**src/rtl/demux_16_buf.sv**
```systemverilog
// Registered 1-to-16 demultiplexer with per-lane valid/ack, ready/valid input and occupancy count.
// Optional write counter output WR_CNT enabled by defining DEMUX_16_STATS_EN.
module demux_16_buf #(
    parameter int WIDTH = 32
) (
    input  logic                CLK,
    input  logic                RST,
    input  logic [WIDTH-1:0]    IN,
    input  logic [3:0]          SEL,
    input  logic                IN_VALID,
    output logic                IN_READY,
    output logic [16*WIDTH-1:0] OUT,
    output logic [15:0]         OUT_VALID,
    input  logic [15:0]         ACK,
`ifdef DEMUX_16_STATS_EN
    output logic [15:0]         WR_CNT,
`endif
    output logic [4:0]          OCCUPANCY
);

    typedef enum logic {
        LANE_EMPTY = 1'b0,
        LANE_FULL  = 1'b1
    } lane_state_e;

    lane_state_e      state_q [16];
    lane_state_e      state_d [16];
    logic [WIDTH-1:0] data_q  [16];
    logic [WIDTH-1:0] data_d  [16];
    logic [4:0]       occ_q;
    logic [4:0]       occ_d;
    logic [15:0]      valid_vec;
    logic             accept;
    logic             inc;
    logic [4:0]       dec;

    always_comb begin
        valid_vec = '0;
        for (int unsigned k = 0; k < 16; k++) begin
            valid_vec[k] = (state_q[k] == LANE_FULL);
        end
    end

    // A same-cycle ACK on the target lane frees it for the incoming word.
    assign IN_READY = ~RST & (~valid_vec[SEL] | ACK[SEL]);
    assign accept   = IN_VALID & IN_READY;

    always_comb begin
        for (int unsigned k = 0; k < 16; k++) begin
            state_d[k] = state_q[k];
            data_d[k]  = data_q[k];
            if (accept && (SEL == 4'(k))) begin
                state_d[k] = LANE_FULL;
                data_d[k]  = IN;
            end else if (ACK[k] && (state_q[k] == LANE_FULL)) begin
                state_d[k] = LANE_EMPTY;
            end
        end
    end

    // An ACK on the lane being written is absorbed by the accept, so it does not count as a release.
    always_comb begin
        inc = accept & ~valid_vec[SEL];
        dec = '0;
        for (int unsigned k = 0; k < 16; k++) begin
            if (ACK[k] && valid_vec[k] && !(accept && (SEL == 4'(k)))) begin
                dec = dec + 5'd1;
            end
        end
        occ_d = occ_q + {4'b0000, inc} - dec;
    end

    always_ff @(posedge CLK) begin
        if (RST) begin
            for (int unsigned k = 0; k < 16; k++) begin
                state_q[k] <= LANE_EMPTY;
                data_q[k]  <= '0;
            end
            occ_q <= '0;
        end else begin
            for (int unsigned k = 0; k < 16; k++) begin
                state_q[k] <= state_d[k];
                data_q[k]  <= data_d[k];
            end
            occ_q <= occ_d;
        end
    end

    always_comb begin
        OUT = '0;
        for (int unsigned k = 0; k < 16; k++) begin
            OUT[k*WIDTH +: WIDTH] = data_q[k];
        end
    end

    assign OUT_VALID = valid_vec;
    assign OCCUPANCY = occ_q;

`ifdef DEMUX_16_STATS_EN
    logic [15:0] wr_cnt_q;
    logic [15:0] wr_cnt_d;

    always_comb begin
        wr_cnt_d = wr_cnt_q;
        if (accept && (wr_cnt_q != '1)) begin
            wr_cnt_d = wr_cnt_q + 16'd1;
        end
    end

    always_ff @(posedge CLK) begin
        if (RST) begin
            wr_cnt_q <= '0;
        end else begin
            wr_cnt_q <= wr_cnt_d;
        end
    end

    assign WR_CNT = wr_cnt_q;
`endif

endmodule

```
**config.mk**
```make
export PLATFORM = sky130hd
export DESIGN_NAME = demux_16_buf
export DESIGN_NICKNAME = d
export VERILOG_FILES = /design/src/rtl/demux_16_buf.sv
export SDC_FILE = /design/constraint.sdc
export NUM_CORES = 1
export LEC_CHECK = 0
export CORE_MARGIN = 1
export CORE_UTILIZATION = 40
export CTS_CLUSTER_SIZE = 28
export DETAILED_ROUTE_END_ITERATION = 6
export PLACE_DENSITY = 0.68
export SYNTH_ARGS = -nofsm -noshare
export SYNTH_HDL_FRONTEND = slang
export SYNTH_SLANG_ARGS = --single-unit
```
**constraint.sdc**
```tcl
create_clock -name CLK -period 15.5 [get_ports CLK]
set_input_delay 3.1 -clock CLK [delete_from_list [all_inputs] [get_ports CLK]]
set_output_delay 3.1 -clock CLK [all_outputs]
set_load 0.02 [all_outputs]
```
# Yosys cells after proc, flatten, opt, wreduce, memory -nomap -nowiden
# Memories as Yosys holds them, arrays and structs flattened.
# Index checks and enable logic that the tools add are counted.
dict set report word_totals {
  wordCells 242
  ramBits 528
  out_inout_bits 534
  input_bits 55
  reg_bits 5
  mem_count 2
}
dict set report op_classes {
  reduce_logical 65
  eq_ne 15
  order_cmp 1
  n_mux 103
  bitwise_logic 38
  addsub 17
}
# name depth width rd rd_ports_with_merged_regs wr line
set mem_list {}
lappend mem_list {data_q 16 32 16 0 16 28} ;# logic [WIDTH-1:0] data_q [16];
lappend mem_list {state_q 16 1 16 0 16 26} ;# lane_state_e state_q [16];
# op n
set ops {}
lappend ops {{$mux 32} 32}
lappend ops {{$add 5x1->5 const B} 15}
lappend ops {{$mux 5} 15}
lappend ops {{$mux 1} 54}
lappend ops {{$logic_and 1x1->1} 48}
lappend ops {{$or 1x1->1} 33}
lappend ops {{$eq 4x4->1 const B} 8}
lappend ops {{$eq 4x3->1 const B} 4}
lappend ops {{$logic_not 1->1} 16}
lappend ops {{$bmux 1 s4} 2}
lappend ops {{$eq 4x2->1 const B} 2}
lappend ops {{$add 5x1->5} 1}
lappend ops {{$lt 4x5->1 const B} 1}
lappend ops {{$sub 5x5->5} 1}
lappend ops {{$eq 4x1->1 const B} 1}
lappend ops {{$logic_not 4->1} 1}
lappend ops {{$and 1x1->1} 3}
lappend ops {{$not 1->1} 2}

# Logic depth before layout (Yosys ltp)
# Gate-level depths: netlist of the first run.
# An unclocked memory read counts as a cell.
dict set report logic_depth {
  word_depth 42
  ltp_mapped 64
  depth_no_buf 61
}

# Least setup slack after synthesis of the first run
# Ideal clock, no wire load.
dict set report synth_timing {
  path_kind {input port to flip-flop}
  startpoint {input port SEL[1]}
  endpoint {register occ_q[4] (netlist: OCCUPANCY[4])}
  t_required_ns 15.382
  arrival_time_ns 13.992
  setup_slack_ns 1.390
  setup_ns 0.118
  path_stages 59
  n_path_buf 2
  path_cell_list {buf_4 -> mux4_2 -> mux2i_1 -> nor2_1 -> nor2_1 -> nand3_1 -> clkbuf_1 -> nand3_1 -> inv_1 -> ha_1 -> or2_2 -> o221a_2 -> inv_1 -> ha_1 -> nor3b_1 -> o21bai_1 -> mux2i_1 -> xor2_1 -> [... 23 more ...] -> ha_1 -> nand2_1 -> nand3_1 -> mux2_2 -> ha_1 -> mux2i_1 -> ha_1 -> inv_1 -> fa_1 -> inv_1 -> a21o_1 -> a21oi_1 -> xnor2_1 -> xnor2_1 -> xnor2_1 -> xnor2_1 -> xnor3_1 -> mux2i_1}
}
dict set report synth_via {
  elab_chain_cells 41
  elab_cells_between_ends 106
  classes_between {17 x add/sub; 15 x eq/ne; 20 x mux; 5 x bitwise; 49 x reduce/logical}
}
# item line
set synth_lines {}
lappend synth_lines {{start, declared} 9} ;# input logic [3:0] SEL,
lappend synth_lines {{$bmux 1 s4} {45, 63}}
lappend synth_lines {{$mux 1 (not written as such)} {45, 63}}
lappend synth_lines {{$not 1->1} {45, 63}}
lappend synth_lines {{$or 1x1->1} 45} ;# assign IN_READY = ~RST & (~valid_vec[SEL] | ACK[SEL]);
lappend synth_lines {{$and 1x1->1} 45}
lappend synth_lines {{$and 1x1->1} 46} ;# assign accept = IN_VALID & IN_READY;
lappend synth_lines {{$logic_and 1x1->1} 66} ;# if (ACK[k] && valid_vec[k] && !(accept && (SEL == 4'(k)))) begin
lappend synth_lines {{$logic_not 1->1} 66}
lappend synth_lines {{[... 25 more ...]} n/a}
lappend synth_lines {{$mux 5} 66}
lappend synth_lines {{$add 5x1->5} 67} ;# dec = dec + 5'd1;
lappend synth_lines {{$mux 5} 66}
lappend synth_lines {{$add 5x1->5} 67}
lappend synth_lines {{$mux 5} 66}
lappend synth_lines {{$add 5x1->5} 67}
lappend synth_lines {{$mux 5} 66}
lappend synth_lines {{$sub 5x5->5 *} 70} ;# occ_d = occ_q + {4'b0000, inc} - dec;
lappend synth_lines {{end signal, assigned} 79} ;# occ_q <= '0;
lappend synth_lines {{end signal, assigned} 85} ;# occ_q <= occ_d;
lappend synth_lines {{end, declared} 30} ;# logic [4:0] occ_q;
# Mark *: on every way between the ends. The rest lies on a longest branch, timed or not. The select of a mux whose other input is x is not followed.
# A chain may end at the register's enable or synchronous reset.

# Final worst setup path of the first run
dict set report layout_timing {
  startpoint {input port SEL[0]}
  endpoint {register occ_q[4] (netlist: OCCUPANCY[4])}
}
# Same word-level chain as after synthesis.

==> results of run 1 <==
[registers in the layout, indices dropped and copies added, names as in the netlist]
signal and flops:
state_q 16, OCCUPANCY 5, data_q 512
[report_power, final]
group / switching (µW) / total [µW] / internal [µW]
clock: 559 / 1350 / 791
combinational: 157 / 251 / 94.5
sequential: 9.03 / 1390 / 1380
[synth_stat cells (3+ instances only)]
cell / count
a21o_1: 4
a21oi_1: 542
and2_1: 6
and3_1: 12
buf_1: 4
buf_2: 6
clkbuf_1: 231
dfxtp_1: 533
ha_1: 25
inv_1: 15
mux2_2: 8
mux2i_1: 10
mux4_2: 8
nand2_1: 1065
nand2b_1: 21
nand3_1: 27
nand3b_1: 3
nand4_1: 8
nor2_1: 33
nor2b_1: 3
nor3_1: 13
nor3b_1: 4
o2111ai_1: 3
o211ai_1: 4
o21ai_0: 19
or2_2: 5
or3_1: 6
xnor2_1: 25
xnor2_2: 3
xnor3_2: 4
xor2_1: 21
[cells by family (layout without fill, tap and decap cells)]
| kind of cell | Yosys count | after routing | share of synthesized area |
|---|---|---|---|
| compound gates | 600 | 600 | 0.151 |
| xor+xnor | 58 | 58 | 0.0318 |
| fa+ha+maj | 26 | 26 | 0.0158 |
| buf+inv | 262 | 748 | 0.0478 |
| flops | 533 | 533 | 0.505 |
| mux | 27 | 27 | 0.0186 |
| other cells | 0 | 2 | 0 |
| simple gates | 1218 | 1218 | 0.230 |
[layout make-up]
class / instances / area [µm²] / area share
repair buffers: 634 / 6250 / 0.214
clock buffers: 79 / 1580 / 0.0541
flip-flops and latches: 533 / 10700 / 0.365
multi-input cells: 1929 / 9580 / 0.327
inverters: 18 / 67.6 / 0.00231
clock inverters: 17 / 250 / 0.00855
diodes: 2 / 5.00 / 0.000171
well taps: 680 / 851 / 0.0291
[path summary, 6_finish.rpt]
check	start	end	slack, ps	cells after the start
max reg2reg	state_q[0][3]$_SDFF_PP0_	OCCUPANCY[4]$_SDFF_PP0_	3740	58
min	data_q[0][119]$_SDFFE_PP0P_	data_q[0][119]$_SDFFE_PP0P_	450	2
max	SEL[0]	OCCUPANCY[4]$_SDFF_PP0_	1040	58
min reg2reg	data_q[0][119]$_SDFFE_PP0P_	data_q[0][119]$_SDFFE_PP0P_	450	2
[routing by layer]
layer	part of all wire	routed length, µm	vias up
met5	0	0	-
met4	0.039	3390	0
met3	0.11	9590	197
met2	0.47	40800	1098
met1	0.38	33600	10000
li1	-	-	9713
[worst max-delay path, delay by kind of cell]
family	cells	cell delay, ps
compound gates	14	2200
xor+xnor	9	1790
fa+ha+maj	10	3090
mux	6	1500
buf+inv	5	1160
simple gates	14	2080
[cell usage in the layout (no fill, tap or decap), types with 5 or more instances in the layout]
master,synthesis,layout
nand2_1,1065,1065
clkdlybuf4s50_1,0,585
a21oi_1,542,540
dfxtp_1,533,533
clkbuf_16,0,53
buf_4,1,45
nor2_1,33,27
nand3_1,27,25
xnor2_1,25,25
ha_1,25,25
nand2b_1,21,21
xor2_1,21,21
o21ai_0,19,19
clkbuf_8,0,16
inv_1,15,15
and3_1,12,12
mux2i_1,10,10
clkbuf_1,231,10
nor3_1,13,9
mux4_2,8,8
mux2_2,8,8
nand4_1,8,8
clkinv_2,0,7
and2_1,6,6
or3_1,6,6
or2_2,5,5
nor2_4,0,5
bufinv_16,0,5
[repair_timing]
item	CTS	global route
resized for setup	0	2
setup endpoints to repair	0	1
hold endpoints to repair	0	0
[per-stage QoR]
step	area [µm²]	cells	setup WS, ps
4_1_cts	29300	3890	816
3_3_place_gp	27400	3794	476
3_5_place_dp	27400	3794	219
5_1_grt	29300	3891	323
2_1_floorplan	21100	2724	1390
6_report	29300	3892	1040
==> run metrics, run 1 <==
WS Path Type=in2reg; synthesized flop and latch total=533; final hold vios=0; global route overflow=0; Post-synth ARST share=0; Max H-tree Level=2; CTS tree=yes; Hold WC Path Type=reg2reg; PwrDens=102 nW/µm²; die span in x=232 µm; Max-Cap Viols=0; Num CTS Buffers=53; Mapped Avg Cell Area=7.75 µm²; area of the mapped netlist=21,100 µm²; busiest grt layer=met2; outcome=complete, no violations; fraction of layout cells with a size suffix above 1=0.0604; met2 GRT Util=0.511; final cell utilization of the core=0.566; Tmin final=14,460 ps; worst slew pin tran=1280 ps; Ports=589; CP peak stage delay=880 ps; Yosys cell types=71; P_leak=0.00978 µW; later-pin clock latency in the skew report=620 ps; Max Root-Sink Buffers=3; PortBufs=588; Initial Utilization=0.408; post-DR wirelength/cell=22.4 µm; clock sink count=533; hold_ws=450 ps; Data required, critical path=15,980 ps; hpwl dp=58,800 µm; Clock transition at path regs=60 ps; Yosys warnings=0; vias in the first global route=19,600; pin count of the biggest net entering global routing=245; Synth area leader=dfxtp_1; drt initial violations=1,726; nets=3,250; Worst VDD drop=0.0000876 V; post-route total power=2990 µW; GPL Wtd Cong=0.906; met1 Use GR=0.376; Yosys top cell area share=0.505; clk_skew=29.6 ps; worst-path fanout max=13; Syn Nets=2,805; critical path startpoint category=input pin; Area Overhead vs Synth=38.6%; Worst path most repeated cell=ha_1; Worst EP arrival=14,940 ps; std cell rows=83; crit path capture type=register; met3 Track Usage GR=0.0980; Max Slew Vio Count=0; cells after synthesis=2,724; WL final=87,300 µm; EDFF count, synth=0; CP max stage cell=clkdlybuf4s50_1; setup TNS=0 ps; f_max=0.0691 GHz; core area=51,700 µm²; full die area=53,700 µm²; period utilization=0.933; Vias=21,000; Synth area leaders=dfxtp_1 51%, nand2_1 19%, a21oi_1 13%; DR DRC count=0; Setup Buffers After CTS=0; height of the die=232 µm; GRT Overall Usage=0.312; Final setup violation count=0; first-pass GRT wire length=126,000 µm; ys flop type=dfxtp_1; Rel. slew slack=0.148; sequential share of the synthesized area=0.505; cts hold-fix bufs=0; Vias/cell=5.41; unrepaired setup endpoints after global routing=no; Clock Tree Root=clkbuf_16; initial antenna violation count=3; router iterations before antenna repair=5; Fill cells=4,636; post-route antenna net violation count=0
Note: power is estimated with default switching activity, not from simulation.
==> inputs of run 2 (changes only) <==
--- a/config.mk
+++ b/config.mk
@@ -5,11 +5,13 @@
 export SDC_FILE = /design/constraint.sdc
 export NUM_CORES = 1
 export LEC_CHECK = 0
-export CORE_MARGIN = 1
+export ABC_CLOCK_PERIOD_IN_PS = 15500
+export CORE_MARGIN = 10
 export CORE_UTILIZATION = 40
 export CTS_CLUSTER_SIZE = 28
 export DETAILED_ROUTE_END_ITERATION = 6
 export PLACE_DENSITY = 0.68
+export SLEW_MARGIN = 20
 export SYNTH_ARGS = -nofsm -noshare
 export SYNTH_HDL_FRONTEND = slang
 export SYNTH_SLANG_ARGS = --single-unit
==> run 2 against run 1 <==
Hold slack better by 1.2 ps. Largest cell class unchanged. Worst setup slack got worse by 39 ps. Total power decreased by 0.47%. First-iteration DRC count up 20%. Sequential power barely moved.
==> run metrics, run 2 (synthesis results as in run 1) <==
Max Slew Vio Count=0; Initial Utilization=0.403; later-pin clock latency in the skew report=620 ps; Clock transition at path regs=70 ps; Num CTS Buffers=54; outcome=complete, no violations; number of flip-flops in the largest register=512; CP Buf/Inv Count=6; P_leak=0.00975 µW; vias in the first global route=19,900; critical path startpoint category=input pin; full die area=62,400 µm²; height of the die=250 µm; Area Overhead vs Synth=38.4%; Largest Register=data_q; global route overflow=0; GPL Wtd Cong=0.924; unrepaired setup endpoints after global routing=no; nets=3,248; placed inst area=27,400 µm²; f_max=0.0689 GHz; core area=52,400 µm²; Non-Filler Instances=3,895; Worst VDD drop=0.0000904 V; PortBufs=588; CP peak stage delay=530 ps; hold_ws=451 ps; Vias/cell=5.40; Max-Cap Viols=0; final cell utilization of the core=0.557; setup TNS=0 ps; drt initial violations=2,077; Clock Tree Root=clkbuf_16; first-pass GRT wire length=134,000 µm; placed cells=3,798; Rel. slew slack=0.183; CP top delay family=adder cells; Reg area=10,700 µm²; period utilization=0.936; final hold vios=0; Ports=589; Vias=21,000; router iterations before antenna repair=6; Data required, critical path=15,990 ps; post-route antenna net violation count=0; initial antenna violation count=0; CTS tree=yes; Tmin final=14,500 ps; clk_skew=36.6 ps; final instance area=29,200 µm²; WL final=92,000 µm; most frequent cells in the layout=1,065 x nand2_1, 582 x clkdlybuf4s50_1, 540 x a21oi_1; pin count of the biggest net entering global routing=214; worst slew pin tran=1220 ps; crit path capture type=register; die span in x=250 µm; WS Path Type=in2reg; Max Root-Sink Buffers=3; fraction of layout cells with a size suffix above 1=0.0596; post-DR wirelength/cell=23.6 µm; Fill cells=4,686; hpwl dp=63,300 µm; CP max stage cell=clkdlybuf4s50_1; Worst path most repeated cell=ha_1; DR DRC count=0; clock sink count=533; GRT Overall Usage=0.279; Final setup violation count=0; worst-path fanout max=7; ant diodes=0; most common cell after layout, fill and taps aside=nand2_1; Max H-tree Level=2; Worst EP arrival=14,990 ps; Multi-input gate area=9580 µm²; std cell rows=84; Hold WC Path Type=reg2reg; PwrDens=102 nW/µm²
==> run 2: tightest hold or removal path: stages, from the launching register on <==
cell,delay (ps)
dfxtp_1,310
nand2_1,50
a21oi_1,50
==> run 2: path summary, 6_finish.rpt <==
| check | start | end | slack (ps) | cells past startpoint |
|---|---|---|---|---|
| max reg2reg | state_q[0][3]$_SDFF_PP0_ | OCCUPANCY[4]$_SDFF_PP0_ | 3670 | 58 |
| min reg2reg | data_q[0][125]$_SDFFE_PP0P_ | data_q[0][125]$_SDFFE_PP0P_ | 450 | 2 |
| max | ACK[2] | OCCUPANCY[4]$_SDFF_PP0_ | 1000 | 60 |
| min | data_q[0][125]$_SDFFE_PP0P_ | data_q[0][125]$_SDFFE_PP0P_ | 450 | 2 |
==> run 2: cell type report <==
cell class | instances | share of cell area
clock buffer | 84 | 0.0563
clock inverter | 12 | 0.00578
inverter | 18 | 0.00231
multi-input combinational | 1929 | 0.328
sequential | 533 | 0.365
tap | 688 | 0.0295
timing repair buffer | 631 | 0.213
==> run 2: what timing repair did <==
action,in CTS,in global routing
endpoints found under the setup margin,0,1
gates resized for setup,0,2
hold buffers,0,0
setup buffers,0,0
hold endpoints to repair,0,0
==> run 2: per-stage QoR <==
step	setup WS [ps]	power, µW
2_1_floorplan	1390	1570
3_3_place_gp	599	1670
3_5_place_dp	174	1670
4_1_cts	748	2990
5_1_grt	198	3060
6_report	996	2980
==> run 2: power breakdown <==
part | leakage, µW | internal (µW) | switching (µW)
Clock | 0.000886 | 777 | 558
Combinational | 0.00457 | 93.8 | 158
Sequential | 0.00430 | 1380 | 8.90
==> run 2: layer usage <==
metal  vias up  share of wire  track usage
met5         -              0            0
met4         0          0.045        0.120
met3       191           0.12       0.0988
met2      1055           0.45        0.442
met1     10100           0.38        0.337
li1       9720              -            -
==> inputs of run 3 (changes only) <==
--- a/config.mk
+++ b/config.mk
@@ -6,11 +6,12 @@
 export NUM_CORES = 1
 export LEC_CHECK = 0
 export ABC_CLOCK_PERIOD_IN_PS = 15500
-export CORE_MARGIN = 10
+export CORE_MARGIN = 2
 export CORE_UTILIZATION = 40
 export CTS_CLUSTER_SIZE = 28
 export DETAILED_ROUTE_END_ITERATION = 6
-export PLACE_DENSITY = 0.68
+export PLACE_DENSITY = 0.69
+export REMOVE_ABC_BUFFERS = 1
 export SLEW_MARGIN = 20
 export SYNTH_ARGS = -nofsm -noshare
 export SYNTH_HDL_FRONTEND = slang
==> run 3 against run 2 <==
Hold slack better by 0.81 ps. Worst setup slack got worse by 85 ps. Clock power is essentially flat. Critical endpoint unchanged. Largest power group unchanged.
==> run metrics, run 3 (synthesis results as in run 1) <==
outcome=complete, no violations; Max H-tree Level=2; global route overflow=0; Rel. slew slack=0.165; Initial Utilization=0.403; hpwl dp=57,100 µm; die span in x=234 µm; vias in the first global route=19,700; f_max=0.0685 GHz; WL final=86,500 µm; Fill cells=4,750; Num CTS Buffers=55; Setup Buffers After CTS=0; worst-path fanout max=13; Reg area=10,700 µm²; Worst VDD drop=0.0000834 V; Final setup violation count=0; first-pass GRT wire length=125,000 µm; critical path startpoint category=input pin; most frequent cells in the layout=1,065 x nand2_1, 579 x clkdlybuf4s50_1, 540 x a21oi_1; Max Slew Vio Count=0; WS Path Type=in2reg; number of flip-flops in the largest register=512; router iterations before antenna repair=5; GRT Overall Usage=0.304; Worst path most repeated cell=ha_1; Hold WC Path Type=reg2reg; Max Root-Sink Buffers=3; Tmin final=14,590 ps; post-route antenna net violation count=0; setup TNS=0 ps; period utilization=0.941; GPL Wtd Cong=0.889; pin count of the biggest net entering global routing=201; worst slew pin tran=1250 ps; Area Overhead vs Synth=38.9%; core area=52,300 µm²; Largest Register=data_q; fraction of layout cells with a size suffix above 1=0.0691; Data required, critical path=15,980 ps; Clock Tree Root=clkbuf_16; Max-Cap Viols=0; std cell rows=84; hold_ws=452 ps; unrepaired setup endpoints after global routing=no; drt initial violations=1,823; ant diodes=0; final hold vios=0; PwrDens=102 nW/µm²; post-DR wirelength/cell=22.1 µm; PortBufs=588; Clock transition at path regs=60 ps; later-pin clock latency in the skew report=610 ps; nets=3,266; height of the die=234 µm; CP max stage cell=clkdlybuf4s50_1; P_leak=0.00986 µW; Vias/cell=5.32; Ports=589; clock sink count=533; Multi-input gate area=9550 µm²; CP peak stage delay=860 ps; DR DRC count=0; initial antenna violation count=0; clk_skew=23.6 ps; Worst EP arrival=15,070 ps; full die area=54,600 µm²; Vias=20,800; most common cell after layout, fill and taps aside=nand2_1; crit path capture type=register; CTS tree=yes
## run 3: cell count changes in the layout (fill, tap and decap cells not counted), sizes merged
cell / previous run / this run
dlymetal6s2s: 2 / 1
buf: 47 / 68
inv: 18 / 20
clkbuf: 84 / 80
bufinv: 3 / 2
clkinvlp: 2 / 1
clkinv: 7 / 16
clkdlybuf4s50: 582 / 579
## run 3: area by class of cell
class / count / share of cell area
Inverter: 18 / 0.00230
Clock buffer: 80 / 0.0563
Clock inverter: 21 / 0.00644
Sequential cell: 533 / 0.364
Tap cell: 688 / 0.0293
Multi-Input combinational cell: 1929 / 0.326
Timing Repair Buffer: 648 / 0.216
## run 3: critical path, delay by kind of cell
family	cells	cell delay (ps)
AOI/OAI and AO/OA	13	2080
muxes	7	1650
xor gates and xnor gates	10	2040
adders and majority gates	10	3130
buffers and inverters	4	1080
and+or+nand+nor	12	1990
## run 3: routing by layer
metal | GRT usage | wire length [µm] | vias up
li1 | - | - | 9750
met1 | 0.377 | 33700 | 9898
met2 | 0.491 | 40000 | 975
met3 | 0.0778 | 8030 | 202
met4 | 0.155 | 4660 | 0
met5 | 0 | 0 | -
## run 3: repair_timing
action                                  CTS  global route
gates resized for setup                   0             2
endpoints found under the setup margin    0             1
hold buffers                              0             0
endpoints found under the hold margin     0             0
## run 3: path summary, 6_finish.rpt
kind,from,end,slack [ps],depth (start not counted)
setup / recovery,SEL[0],OCCUPANCY[4]$_SDFF_PP0_,910,56
hold / removal,data_q[0][140]$_SDFFE_PP0P_,data_q[0][140]$_SDFFE_PP0P_,450,2
hold reg to reg,data_q[0][140]$_SDFFE_PP0P_,data_q[0][140]$_SDFFE_PP0P_,450,2
setup reg to reg,state_q[0][0]$_SDFF_PP0_,OCCUPANCY[4]$_SDFF_PP0_,3610,56
## run 3: stage by stage
step	utilization	setup slack [ps]	power [µW]	instances	cell area, µm²
after floorplan	-	1030	1530	2480	20200
after global placement	0.525	363	1670	3815	27500
after detailed placement	0.525	96.7	1680	3815	27500
after CTS	0.560	675	3000	3916	29300
after global routing	0.560	12.0	3080	3917	29300
final	0.560	912	2990	3917	29300
## run 3: where the power goes
group          switching, µW  total (µW)  internal, µW
sequential              8.88        1390          1380
clock                    569        1340           774
combinational            160         255          95.4
total                    738        2990          2250
